[src/rtl/square_gen_mc_pkg.sv]
// Shared types and helpers for the multi-channel phase-coherent square/PWM generator.
// Holds the run-state encoding and the per-channel slicing helpers.
package square_gen_mc_pkg;

  typedef enum logic {
    IDLE = 1'b0,
    RUN  = 1'b1
  } state_t;

  localparam int DEF_PH_W = 12;
  localparam int DEF_DT_W = 8;

  // Bit position of channel k inside a flat CH*w bus.
  function automatic int ch_lsb(input int k, input int w);
    return k * w;
  endfunction

endpackage

[src/rtl/square_dt_ch.sv]
// One output channel: phase compare against the duty threshold, followed by
// rising-edge dead-time insertion on both the main and complementary outputs.
module square_dt_ch
  import square_gen_mc_pkg::*;
#(
  parameter int PH_W = DEF_PH_W,
  parameter int DT_W = DEF_DT_W
) (
  input  logic            clk,
  input  logic            rst,
  input  logic [PH_W-1:0] acc_top,
  input  logic [PH_W-1:0] duty,
  input  logic [PH_W-1:0] offset,
  input  logic [DT_W-1:0] dead_time,
  input  logic            en,
  output logic            square,
  output logic            square_n
);

  logic [PH_W-1:0] ph;
  logic            raw;
  logic [DT_W-1:0] cnt_p;
  logic [DT_W-1:0] cnt_n;

  assign ph  = acc_top + offset;
  assign raw = (ph < duty);

  // Each output must see its level held for dead_time cycles before it rises;
  // falling is immediate, so a short raw pulse never reaches the pin.
  always_ff @(posedge clk) begin
    if (rst || !en) begin
      square   <= 1'b0;
      square_n <= 1'b0;
      cnt_p    <= '0;
      cnt_n    <= '0;
    end else begin
      if (!raw) begin
        square <= 1'b0;
        cnt_p  <= '0;
      end else if (cnt_p >= dead_time) begin
        square <= 1'b1;
      end else begin
        cnt_p <= cnt_p + 1'b1;
      end

      if (raw) begin
        square_n <= 1'b0;
        cnt_n    <= '0;
      end else if (cnt_n >= dead_time) begin
        square_n <= 1'b1;
      end else begin
        cnt_n <= cnt_n + 1'b1;
      end
    end
  end

endmodule

[src/rtl/square_gen_mc.sv]
// Multi-channel square/PWM generator: shared DDS accumulator, shadowed settings
// that reload at the period boundary, and an optional N-period burst mode.
module square_gen_mc
  import square_gen_mc_pkg::*;
#(
  parameter int CH      = 4,
  parameter int ACC_W   = 32,
  parameter int FRE_W   = 32,
  parameter int PH_W    = DEF_PH_W,
  parameter int DT_W    = DEF_DT_W,
  parameter int BURST_W = 16
) (
  input  logic                 clk_100M,
  input  logic                 rst,
  input  logic [FRE_W-1:0]     fre,
  input  logic [CH*PH_W-1:0]   duty,
  input  logic [CH*PH_W-1:0]   offset,
  input  logic [DT_W-1:0]      dead_time,
  input  logic [CH-1:0]        ch_en,
  input  logic [BURST_W-1:0]   burst_len,
  input  logic                 load,
  input  logic                 start,
  input  logic                 phase_rst,
  output logic [CH-1:0]        square,
  output logic [CH-1:0]        square_n,
  output logic                 wrap,
  output logic                 busy,
  output logic                 done
);

  state_t               state, state_d;
  logic [ACC_W-1:0]     acc, acc_d;
  logic [BURST_W-1:0]   cnt, cnt_d;
  logic                 apply, wrap_d, done_d;
  logic [ACC_W:0]       sum;
  logic [BURST_W:0]     cnt_inc;

  // Pending (written by load) and active (used by the datapath) settings.
  logic [FRE_W-1:0]     fre_p, fre_a;
  logic [CH*PH_W-1:0]   duty_p, duty_a, offset_p, offset_a;
  logic [DT_W-1:0]      dt_p, dt_a;
  logic [CH-1:0]        en_p, en_a;
  logic [BURST_W-1:0]   bl_p, bl_a;

  assign sum     = {1'b0, acc} + {{(ACC_W-FRE_W+1){1'b0}}, fre_a};
  assign cnt_inc = {1'b0, cnt} + 1'b1;
  assign busy    = (state == RUN);

  // NOTE: every signal driven here gets a default first, so no path leaves a
  // variable unassigned and no latch is inferred.
  always_comb begin
    state_d = state;
    acc_d   = acc;
    cnt_d   = cnt;
    apply   = 1'b0;
    wrap_d  = 1'b0;
    done_d  = 1'b0;
    if (phase_rst) begin
      acc_d = '0;
      cnt_d = '0;
      apply = 1'b1;
    end else if (start) begin
      state_d = RUN;
      acc_d   = '0;
      cnt_d   = '0;
      apply   = 1'b1;
    end else if (state == RUN) begin
      acc_d = sum[ACC_W-1:0];
      if (sum[ACC_W]) begin
        wrap_d = 1'b1;
        apply  = 1'b1;
        cnt_d  = cnt_inc[BURST_W-1:0];
        // The burst length being applied at this wrap decides termination.
        if (bl_p != '0 && cnt_inc >= {1'b0, bl_p}) begin
          state_d = IDLE;
          done_d  = 1'b1;
          acc_d   = '0;
          cnt_d   = '0;
        end
      end
    end else begin
      acc_d = '0;
      apply = 1'b1;
    end
  end

  // NOTE: sequential state uses non-blocking assignments so every register
  // samples pre-edge values; a load coinciding with an apply lands in pending
  // while active takes the older pending value.
  always_ff @(posedge clk_100M) begin
    if (rst) begin
      state    <= IDLE;
      acc      <= '0;
      cnt      <= '0;
      wrap     <= 1'b0;
      done     <= 1'b0;
      fre_p    <= '0;
      duty_p   <= '0;
      offset_p <= '0;
      dt_p     <= '0;
      en_p     <= '0;
      bl_p     <= '0;
      fre_a    <= '0;
      duty_a   <= '0;
      offset_a <= '0;
      dt_a     <= '0;
      en_a     <= '0;
      bl_a     <= '0;
    end else begin
      state <= state_d;
      acc   <= acc_d;
      cnt   <= cnt_d;
      wrap  <= wrap_d;
      done  <= done_d;
      if (load) begin
        fre_p    <= fre;
        duty_p   <= duty;
        offset_p <= offset;
        dt_p     <= dead_time;
        en_p     <= ch_en;
        bl_p     <= burst_len;
      end
      if (apply) begin
        fre_a    <= fre_p;
        duty_a   <= duty_p;
        offset_a <= offset_p;
        dt_a     <= dt_p;
        en_a     <= en_p;
        bl_a     <= bl_p;
      end
    end
  end

  for (genvar k = 0; k < CH; k++) begin : g_ch
    square_dt_ch #(
      .PH_W (PH_W),
      .DT_W (DT_W)
    ) u_ch (
      .clk       (clk_100M),
      .rst       (rst),
      .acc_top   (acc[ACC_W-1 -: PH_W]),
      .duty      (duty_a[ch_lsb(k, PH_W) +: PH_W]),
      .offset    (offset_a[ch_lsb(k, PH_W) +: PH_W]),
      .dead_time (dt_a),
      .en        (en_a[k] && (state == RUN)),
      .square    (square[k]),
      .square_n  (square_n[k])
    );
  end

endmodule

[config.mk]
export PLATFORM = sky130hd
export DESIGN_NAME = square_gen_mc
export DESIGN_NICKNAME = d
export VERILOG_FILES = /design/src/rtl/square_gen_mc_pkg.sv /design/src/rtl/square_dt_ch.sv /design/src/rtl/square_gen_mc.sv
export SDC_FILE = /design/constraint.sdc
export NUM_CORES = 1
export LEC_CHECK = 0
export BUFFER_PORTS_ARGS = -buffer_cell sky130_fd_sc_hd__buf_2
export CORE_MARGIN = 3
export CORE_UTILIZATION = 65
export CTS_CLUSTER_SIZE = 10
export DETAILED_ROUTE_END_ITERATION = 10
export GPL_TIMING_DRIVEN = 0
export PLACE_DENSITY = 0.85
export SYNTH_ARGS = -nofsm -noshare
export SYNTH_HDL_FRONTEND = slang
export SYNTH_HIERARCHICAL = 1
export SYNTH_SLANG_ARGS = --single-unit
[constraint.sdc]
create_clock -name clk_100M -period 10.2 [get_ports clk_100M]
set_input_delay 2.04 -clock clk_100M [delete_from_list [all_inputs] [get_ports clk_100M]]
set_output_delay 2.04 -clock clk_100M [all_outputs]
set_load 0.02 [all_outputs]
==> results.cfg, run 1 <==
[outcome]
status = completed

[global_route]
grt_max_degree = 14
overflow = 0
antenna_found_initial = 0
use_met3 = 0.0517
met1_usage = 0.372
grt.total_usage = 0.314
use_met2 = 0.547
grt_pass1_vias = 19700
busiest_layer = met2
grt_first_pass_wirelength_um = 93200

[worst_hold_path]
hold_path.startpoint = duty_a[39]$_SDFFE_PP0P_
hold_path_class = flop to flop

[yosys]
syn_inst = 2575
yosysMostFrequentCell = dfxtp_1
synth_area_leaders = dfxtp_1 (38%), ha_1 (12%), mux2i_1 (7.6%)
synthesis.nets = 2950
synthTopCellsByCount = dfxtp_1 (419), nand2_1 (363), a21oi_1 (260), nor2_1 (248), ha_1 (209)
ys_ff_latch = 419
synth_ff_type = dfxtp_1
synth-edff-count = 0
synth_top_area_frac = 0.380
synth-async-reset-ratio = 0
yosysWarnings = 6
syn_area_per_cell_um2 = 8.57
yosysSeqAreaShare = 0.380
syn_area_mm2 = 0.0221
synth_area_leader_cell = dfxtp_1
yosys.cell_types.count = 68

[placed_design]
place_congestion = 0.992
place_hpwl_um = 43000
place_ws_ns = 5.77
dp_cells = 3187
dpl_cell_area_mm2 = 0.0235
portBuffers = 170

[floorplanning]
die_area_mm2 = 0.0362
rows = 66
core_mm2 = 0.0330
die_w_um = 190
die_h_um = 190
initial_core_util = 0.668
ioPinCount = 172

[worst_setup_path]
setup.worst_path.start = cnt[0]$_SDFFE_PP0P_
r2r_start = cnt[0]$_SDFFE_PP0P_
crit_chain = ha_1 -> nand3_1 -> nor4_1 -> nand4_1 -> xnor2_1 -> ha_1 -> nand3_1 -> nor3_1 -> o21ai_0 -> a21oi_1 -> a221o_1 -> buf_2 -> nor3_1
worstPathMaxFanout = 10
critPathLaunchType = flop
crit_arrival_ns = 4.80
crit_path_max_incr_delay_ns = 0.66
cp.required_ns = 10.65
cp_slowest_cell = nor4_1
cp-end-kind = flop
worstSetupPathType = flop to flop

[timing]
worst_slack_ns = 5.84
fmax_ghz = 0.230
setup_tns_ns = 0
worst_pin_slew_ns = 1.08
hold-worst-slack_ns = 0.449
period_minus_slack_ns = 4.36
max_slew_margin = 0.273
grt_setup_unrepaired = no
timing.final.crit_share = 0.427
hold_viol = 0
setup_viol = 0
skew_ns = 0.0314
slew_violations = 0

[pwr]
pwr-share-seq = 0.472
p_sw_mw = 0.928
combinationalPowerShare = 0.102
peakVddDrop_v = 0.000125
swShare = 0.252
p_int_mw = 2.76
clockPowerShare = 0.426
p_leak_nw = 10.8
p_per_area_mw_per_mm2 = 148
fin_total_pwr_mw = 3.69

[detailed_routing]
avgViaCountPerCell = 6.02
vias = 19500
routedWlPerCell_um = 17.9
drc = 0
drt_wl_total_um = 58200
drt_iter0_markers = 1363
antenna_left = 0
drt_pass1_iterations = 5

[cts]
cts_tree = yes
h-tree-depth = 2
cts-root-buf = clkbuf_16
clk_path_buf_depth = 3
clock-sinks = 419
ctsResizeCount = 0
clkTransAtPathRegs_ns = 0.06
cts_hold_buf = 0
numCtsBuffers = 49
cts_setup_buffers = 0
clk_latency_ns = 0.59

[final_layout]
final_nets = 3172
finalNonFillerCells = 3249
fin_area_mm2 = 0.0249
layout-drive-gt1-share = 0.110
diodes = 0
syn_to_final_growth_pct = 12.6
post-route-util = 0.753

[run]
drv_cap = 0
cell usage in the layout, fill, tap and decap left out, drive strengths merged, types with 4 or more instances in the layout:
| cell type | n |
|---|---|
| nor3 | 54 |
| buf | 226 |
| o21a | 7 |
| a21o | 53 |
| nor4 | 7 |
| a21oi | 261 |
| nand2 | 363 |
| or2 | 9 |
| xnor2 | 66 |
| or4 | 9 |
| or3 | 39 |
| nor2b | 18 |
| and2 | 11 |
| fa | 5 |
| a211o | 4 |
| or3b | 8 |
| and4 | 5 |
| o31ai | 13 |
| dfxtp | 419 |
| ha | 209 |
| nor3b | 6 |
| nand2b | 19 |
| a211oi | 37 |
| a221oi | 15 |
| xor2 | 29 |
| a31oi | 12 |
| clkbuf | 115 |
| o41ai | 8 |
| mux2i | 167 |
| nand4 | 25 |
| nand3 | 57 |
| o211ai | 22 |
| and3 | 25 |
| a2111oi | 4 |
| o21ai | 62 |
| o21bai | 7 |
| nor2 | 248 |
| inv | 132 |
path summary, 6_finish.rpt:
path                                   to  slack (ns)  cells after the start
setup / recovery       acc[27]$_SDFF_PP0_        5.84                     13
hold reg to reg   duty_a[39]$_SDFFE_PP0P_        0.45                      2
hold / removal    duty_a[39]$_SDFFE_PP0P_        0.45                      2
setup reg to reg       acc[27]$_SDFF_PP0_        5.84                     13
logic make-up (layout without fill, tap and decap cells):
kind of cell	after synthesis	count (layout)	synth area share
buffers and inverters	243	475	0.0458
AOI/OAI and AO/OA	529	529	0.152
xor gates and xnor gates	95	95	0.0377
and+or+nand+nor	907	907	0.186
muxes	168	168	0.0762
adders and majority gates	214	214	0.123
DFF	419	419	0.380
power groups by stage:
stage               Combinational, mW  Sequential, mW  Clock, mW
global placement                0.349            1.77          0
floorplan                       0.257            1.76          0
global route                    0.416            1.75       1.65
CTS                             0.371            1.74       1.59
finish                          0.376            1.74       1.57
detailed placement              0.366            1.77          0
layer usage:
metal / up-vias / part of all wire
met4: 0 / 0.050
met1: 9196 / 0.40
met2: 747 / 0.48
li1: 9414 / -
met5: - / 0
met3: 191 / 0.069
flip-flops by register name (all words and copies together), names as in the netlist, 8 cells and up:
register / flops
duty_a: 48
duty_p: 48
offset_a: 48
offset_p: 48
acc: 32
fre_a: 32
fre_p: 32
g_ch.u_ch/cnt_n: 32
g_ch.u_ch/cnt_p: 32
bl_p: 16
cnt: 16
dt_a: 8
dt_p: 8
final cells by class:
class	count	area, µm²
buffer	113	524
clock buffer	57	1300
clock inverter	4	75.1
fill	2414	8170
inverter	130	488
multi-input combinational	1913	12700
sequential	419	8390
tap	442	553
timing repair buffer	171	858
worst max-delay path, delay by kind of cell, from the launching register on:
family | cells | cell delay (ns)
AO/OA/AOI/OAI | 3 | 1.20
AND/OR/NAND/NOR | 6 | 1.45
adder cells (fa/ha/maj) | 2 | 0.59
XOR/XNOR | 1 | 0.19
buffers and inverters | 1 | 0.33
flip-flops | 1 | 0.44
Power figures use the tool's default switching activity.
==> inputs of run 2 (changes only) <==
Settings changed: ABC_AREA set to 1, CORE_UTILIZATION 65 to 55, PLACE_DENSITY 0.85 to 0.77.
Clock period 10.2 ns to 3.65 ns, I/O delays scaled along.
==> results.cfg, run 2 <==
[outcome]
status = completed

[worst_setup_path]
worst-r2r-cell-count = 19
critPathLaunchType = flop
cp.required_ns = 4.11
cp-end-kind = flop
worstPathMaxFanout = 10
crit_arrival_ns = 3.73
worstSetupPathType = flop to flop

[cts]
clock-sinks = 419
cts-root-buf = clkbuf_16
numCtsBuffers = 49
clk_latency_ns = 0.58
cts_tree = yes
clk_path_buf_depth = 3
h-tree-depth = 2
clkTransAtPathRegs_ns = 0.05

[timing]
grt_setup_unrepaired = no
slew_violations = 0
hold_viol = 0
timing.final.crit_share = 0.897
setup_tns_ns = 0
fmax_ghz = 0.305
period_minus_slack_ns = 3.28
setup_viol = 0
worst_pin_slew_ns = 1.22
skew_ns = 0.0143
max_slew_margin = 0.188

[final_layout]
seqCellArea_mm2 = 0.00839
multiInputGateArea_mm2 = 0.0133
final_common_cell = nand2_1
final_nets = 3960
layout-drive-gt1-share = 0.120
final_cell_mix = nand2_1 (738), inv_1 (436), dfxtp_1 (418)
syn_to_final_growth_pct = 12.3
n_fill_cell = 3891
finalNonFillerCells = 4173

[floorplanning]
rows = 75
die_area_mm2 = 0.0461
ioPinCount = 172
core_mm2 = 0.0425
die_w_um = 215
die_h_um = 215
initial_core_util = 0.563

[yosys]
yosysMostFrequentCell = nand2_1
synth-async-reset-ratio = 0
syn_inst = 3364
yosys.cell_types.count = 41
synth_area_leaders = dfxtp_1 (35%), nand2_1 (12%), ha_1 (11%)
ys_ff_latch = 419
syn_area_mm2 = 0.0239
synth-edff-count = 0
yosysSeqAreaShare = 0.350
synth_top_area_frac = 0.350
synth_ff_type = dfxtp_1
yosysWarnings = 6
synthesis.nets = 3739
syn_area_per_cell_um2 = 7.12
synth_area_leader_cell = dfxtp_1
synthTopCellsByCount = nand2_1 (738), inv_1 (436), dfxtp_1 (419), a21oi_1 (389), nand3_1 (271)

[global_route]
grt.total_usage = 0.258
antenna_found_initial = 1
grt_first_pass_wirelength_um = 99300
grt_pass1_vias = 20400
grt_max_degree = 13
overflow = 0

[worst_hold_path]
whs_path_depth = 3
hold_path_class = input port to flop

[detailed_routing]
drt_pass1_iterations = 6
drt_wl_total_um = 60700
avgViaCountPerCell = 5.22
drc = 0
routedWlPerCell_um = 14.6
antenna_left = 0
drt_iter0_markers = 1468
vias = 21800

[pwr]
p_per_area_mw_per_mm2 = 389
peakVddDrop_v = 0.000330
p_leak_nw = 12.3

[placed_design]
place_hpwl_um = 45400
portBuffers = 170
dp_cells = 4111
place_congestion = 0.951

[run]
drv_cap = 0
==> run 2: cell count changes after synthesis, moves of 63 or more <==
cell,previous run,this run
a21oi_1,260,389
a21oi_2,0,63
inv_1,130,436
mux2i_1,167,0
nand2_1,363,738
nand3_1,57,271
o21ai_0,57,181
==> run 2: worst paths after layout <==
kind	start	to	slack (ns)
worst min-delay path	fre[20]	fre_p[20]$_SDFFE_PP0P_	0.38
worst max-delay path	cnt[0]$_SDFFE_PP0P_	acc[16]$_SDFF_PP0_	0.37
worst min register to register	offset_p[23]$_SDFFE_PP0P_	offset_p[23]$_SDFFE_PP0P_	0.45
worst max register to register	cnt[0]$_SDFFE_PP0P_	acc[16]$_SDFF_PP0_	0.37
==> run 2: cells by family after synthesis <==
group,synth area share
flip-flops,0.350
buffers and inverters,0.0957
adder cells (fa/ha/maj),0.113
AND/OR/NAND/NOR,0.253
XOR/XNOR,0.0362
AO/OA/AOI/OAI,0.151
==> run 2: layout make-up <==
cell class | instances | share of cell area
clock inverters | 4 | 0.000977
repair buffers | 170 | 0.0316
inverters | 447 | 0.0626
plain buffers | 120 | 0.0227
flip-flops and latches | 419 | 0.312
well taps | 577 | 0.0268
diodes | 1 | 0.0000931
clock buffers | 57 | 0.0498
multi-input cells | 2378 | 0.493
==> run 2: timing repair <==
action | in CTS | in global routing
setup endpoints to repair | 0 | 23
setup buffers | 0 | 0
resized for setup | 0 | 2
hold buffers | 0 | 0
==> run 2: critical path: stages (launching register included) <==
cell and delay (ns):
dfxtp_2 0.41, ha_1 0.20, nand3_1 0.13, nor2_2 0.18, nand2_1 0.15, nor2_1 0.19
nand3_1 0.11, xor2_1 0.18, ha_1 0.34, nand4_1 0.11, nor2_1 0.13, nand2_1 0.07
nand3_1 0.06, nor2_1 0.04, nand2_1 0.10, nand3_2 0.17, nand2_1 0.12, buf_4 0.19
buf_4 0.19, nor2_1 0.06
==> run 2: through the flow <==
| stage | setup WS, ns | area, µm² | utilization | hold WS [ns] | power (mW) |
|---|---|---|---|---|---|
| 2_1_floorplan | 0.970 | 23900 | - | 0.428 | 5.80 |
| 3_3_place_gp | 0.308 | 25500 | 0.600 | 0.436 | 6.16 |
| 3_5_place_dp | 0.255 | 25500 | 0.600 | 0.439 | 6.18 |
| 4_1_cts | 0.208 | 26900 | 0.632 | 0.349 | 10.6 |
| 5_1_grt | 0.0514 | 26900 | 0.632 | 0.370 | 10.9 |
| 6_report | 0.375 | 26900 | 0.633 | 0.380 | 10.5 |
==> run 2: power by group <==
| part | total (mW) | switching (mW) | internal, mW |
|---|---|---|---|
| Sequential | 4.92 | 0.140 | 4.78 |
| Clock | 4.37 | 1.83 | 2.54 |
| Combinational | 1.18 | 0.751 | 0.425 |
| Total | 10.5 | 2.72 | 7.75 |
==> run 2: layer usage <==
metal  vias to the layer above  wire (µm)  global-route usage
met5                         -          0                   0
met4                         0       2090               0.106
met3                       116       3420              0.0366
met2                       530      27100               0.419
met1                      9781      28100               0.347
li1                      11300          -                   -
==> inputs of run 3 (changes only) <==
Settings changed: CORE_UTILIZATION 55 to 65, PLACE_DENSITY 0.77 to 0.85.
Clock period 3.65 ns to 3.89 ns, I/O delays scaled along.
==> results.cfg, run 3 (synthesis gave the netlist of run 2 again) <==
[outcome]
status = completed

[timing]
worst_slack_ns = 0.470
slew_violations = 0
setup_viol = 0
worst_pin_slew_ns = 1.06
hold_viol = 0
grt_setup_unrepaired = no
timing.final.crit_share = 0.879
max_slew_margin = 0.295
period_minus_slack_ns = 3.42
skew_ns = 0.0156
setup_tns_ns = 0
fmax_ghz = 0.292
hold-worst-slack_ns = 0.432

[final_layout]
layout-drive-gt1-share = 0.119
finalNonFillerCells = 4055
syn_to_final_growth_pct = 11.5
final_nets = 3959
final_cell_mix = nand2_1 (738), inv_1 (436), dfxtp_1 (419)
final_common_cell = nand2_1

[cts]
clock-sinks = 419
numCtsBuffers = 48
cts_setup_buffers = 0
cts_tree = yes
clk_latency_ns = 0.58
ctsResizeCount = 0
cts-root-buf = clkbuf_16
cts_hold_buf = 0
h-tree-depth = 2
clk_path_buf_depth = 3
clkTransAtPathRegs_ns = 0.06

[global_route]
grt_pass1_vias = 22100
antenna_found_initial = 2
overflow = 0
grt.total_usage = 0.321
grt_first_pass_wirelength_um = 104000
grt_max_degree = 13

[pwr]
combinationalPowerShare = 0.115
p_leak_nw = 12.2
peakVddDrop_v = 0.000343
fin_total_pwr_mw = 9.78
pwr-share-seq = 0.473
clockPowerShare = 0.412
p_int_mw = 7.22
p_sw_mw = 2.57
p_per_area_mw_per_mm2 = 366
swShare = 0.262

[worst_hold_path]
hold_path_class = input port to flop
hold_path.startpoint = fre[14]
whs_path_depth = 3
min_to = fre_p[14]$_SDFFE_PP0P_

[detailed_routing]
routedWlPerCell_um = 15.7
drt_iter0_markers = 1458
avgViaCountPerCell = 5.58
antenna_left = 0
drc = 0
vias = 22600
drt_wl_total_um = 63500
drt_pass1_iterations = 6

[worst_setup_path]
cp_num_buf_inv = 1
cp_slowest_cell = dfxtp_1
crit_arrival_ns = 3.93
rrSetupSlack_ns = 0.47
worstSetupPathType = flop to flop
cp_common_cell = nand2_1
r2r_start = cnt[0]$_SDFFE_PP0P_
critPathLaunchType = flop
crit_path_max_incr_delay_ns = 0.45
cp.required_ns = 4.40
timing.rr.end = cnt[1]$_SDFFE_PP0P_
worstPathMaxFanout = 10
crit_chain = ha_1 -> nand3_1 -> nor2_1 -> nand2_1 -> nor2_1 -> nand3_1 -> xor2_1 -> ha_1 -> nand2_1 -> nand2_1 -> a21oi_1 -> nand3_1 -> nor2_1 -> nand2_1 -> nand2_1 -> buf_2 -> a21oi_1 -> nor2_1
worst-r2r-cell-count = 18
critPathTopFamily = simple AND/OR/NAND/NOR gates
cp-end-kind = flop

[placed_design]
place_hpwl_um = 47700
dp_cells = 3995
place_ws_ns = 0.567
portBuffers = 170
place_congestion = 1.02

[floorplanning]
die_h_um = 198
rows = 69
die_w_um = 198
die_area_mm2 = 0.0392
initial_core_util = 0.667
core_mm2 = 0.0359
ioPinCount = 172

[run]
drv_cap = 0
## run 3: cell types whose count changed in the layout (fill, tap and decap cells not counted), sizes merged
cell | previous run | this run
clkbuf | 134 | 135
clkinv | 2 | 1
clkinvlp | 1 | 0
inv | 448 | 447
## run 3: layout make-up
| type | count | area (µm²) |
|---|---|---|
| Tap cell | 461 | 577 |
| Timing Repair Buffer | 170 | 851 |
| Multi-Input combinational cell | 2378 | 13300 |
| Inverter | 447 | 1680 |
| Fill cell | 2840 | 9210 |
| Clock buffer | 58 | 1310 |
| Buffer | 120 | 609 |
| Clock inverter | 1 | 16.3 |
| Antenna cell | 1 | 2.50 |
| Sequential cell | 419 | 8390 |
## run 3: per-stage QoR
stage / cell area [µm²] / utilization
after global placement: 25400 / 0.706
after global routing: 26700 / 0.743
after detailed placement: 25400 / 0.706
after CTS: 26700 / 0.743
after floorplan: 23900 / -
final: 26700 / 0.743
## run 3: how the worst max path moves through the flow
stage | cells past startpoint | endpoint | slack [ns] | start
final | 18 | cnt[1]$_SDFFE_PP0P_ | 0.47 | cnt[0]$_SDFFE_PP0P_
after floorplan | 19 | acc[11]$_SDFF_PP0_ | 1.21 | cnt[0]$_SDFFE_PP0P_
after global placement | 18 | cnt[4]$_SDFFE_PP0P_ | 0.67 | cnt[0]$_SDFFE_PP0P_
after CTS | 18 | cnt[2]$_SDFFE_PP0P_ | 0.54 | cnt[0]$_SDFFE_PP0P_
after global routing | 18 | cnt[2]$_SDFFE_PP0P_ | 0.15 | cnt[0]$_SDFFE_PP0P_
after detailed placement | 18 | cnt[2]$_SDFFE_PP0P_ | 0.57 | cnt[0]$_SDFFE_PP0P_
## run 3: routing by layer
layer  vias to the layer above  GRT usage  part of all wire
met4                         0      0.156             0.045
met3                       167     0.0420             0.057
li1                      11300          -                 -
met1                     10400      0.407              0.43
met5                         -          0                 0
met2                       700      0.544              0.47
## run 3: power by group through the flow
stage	clock network, mW	registers (mW)	logic [mW]
global route	4.23	4.64	1.27
floorplan	0	4.66	0.777
detailed placement	0	4.71	1.10
finish	4.03	4.62	1.12
CTS	4.07	4.62	1.11
global placement	0	4.70	1.05
## run 3: worst reg2reg max path: stages (launching register included)
cell     delay [ns]
dfxtp_1        0.45
ha_1           0.24
nand3_1        0.13
nor2_1         0.22
nand2_1        0.15
nor2_1         0.17
nand3_1        0.11
xor2_1         0.23
ha_1           0.31
nand2_1        0.07
nand2_1        0.05
a21oi_1        0.12
nand3_1        0.11
nor2_1         0.12
nand2_1        0.10
nand2_1        0.26
buf_2          0.31
a21oi_1        0.11
nor2_1         0.10
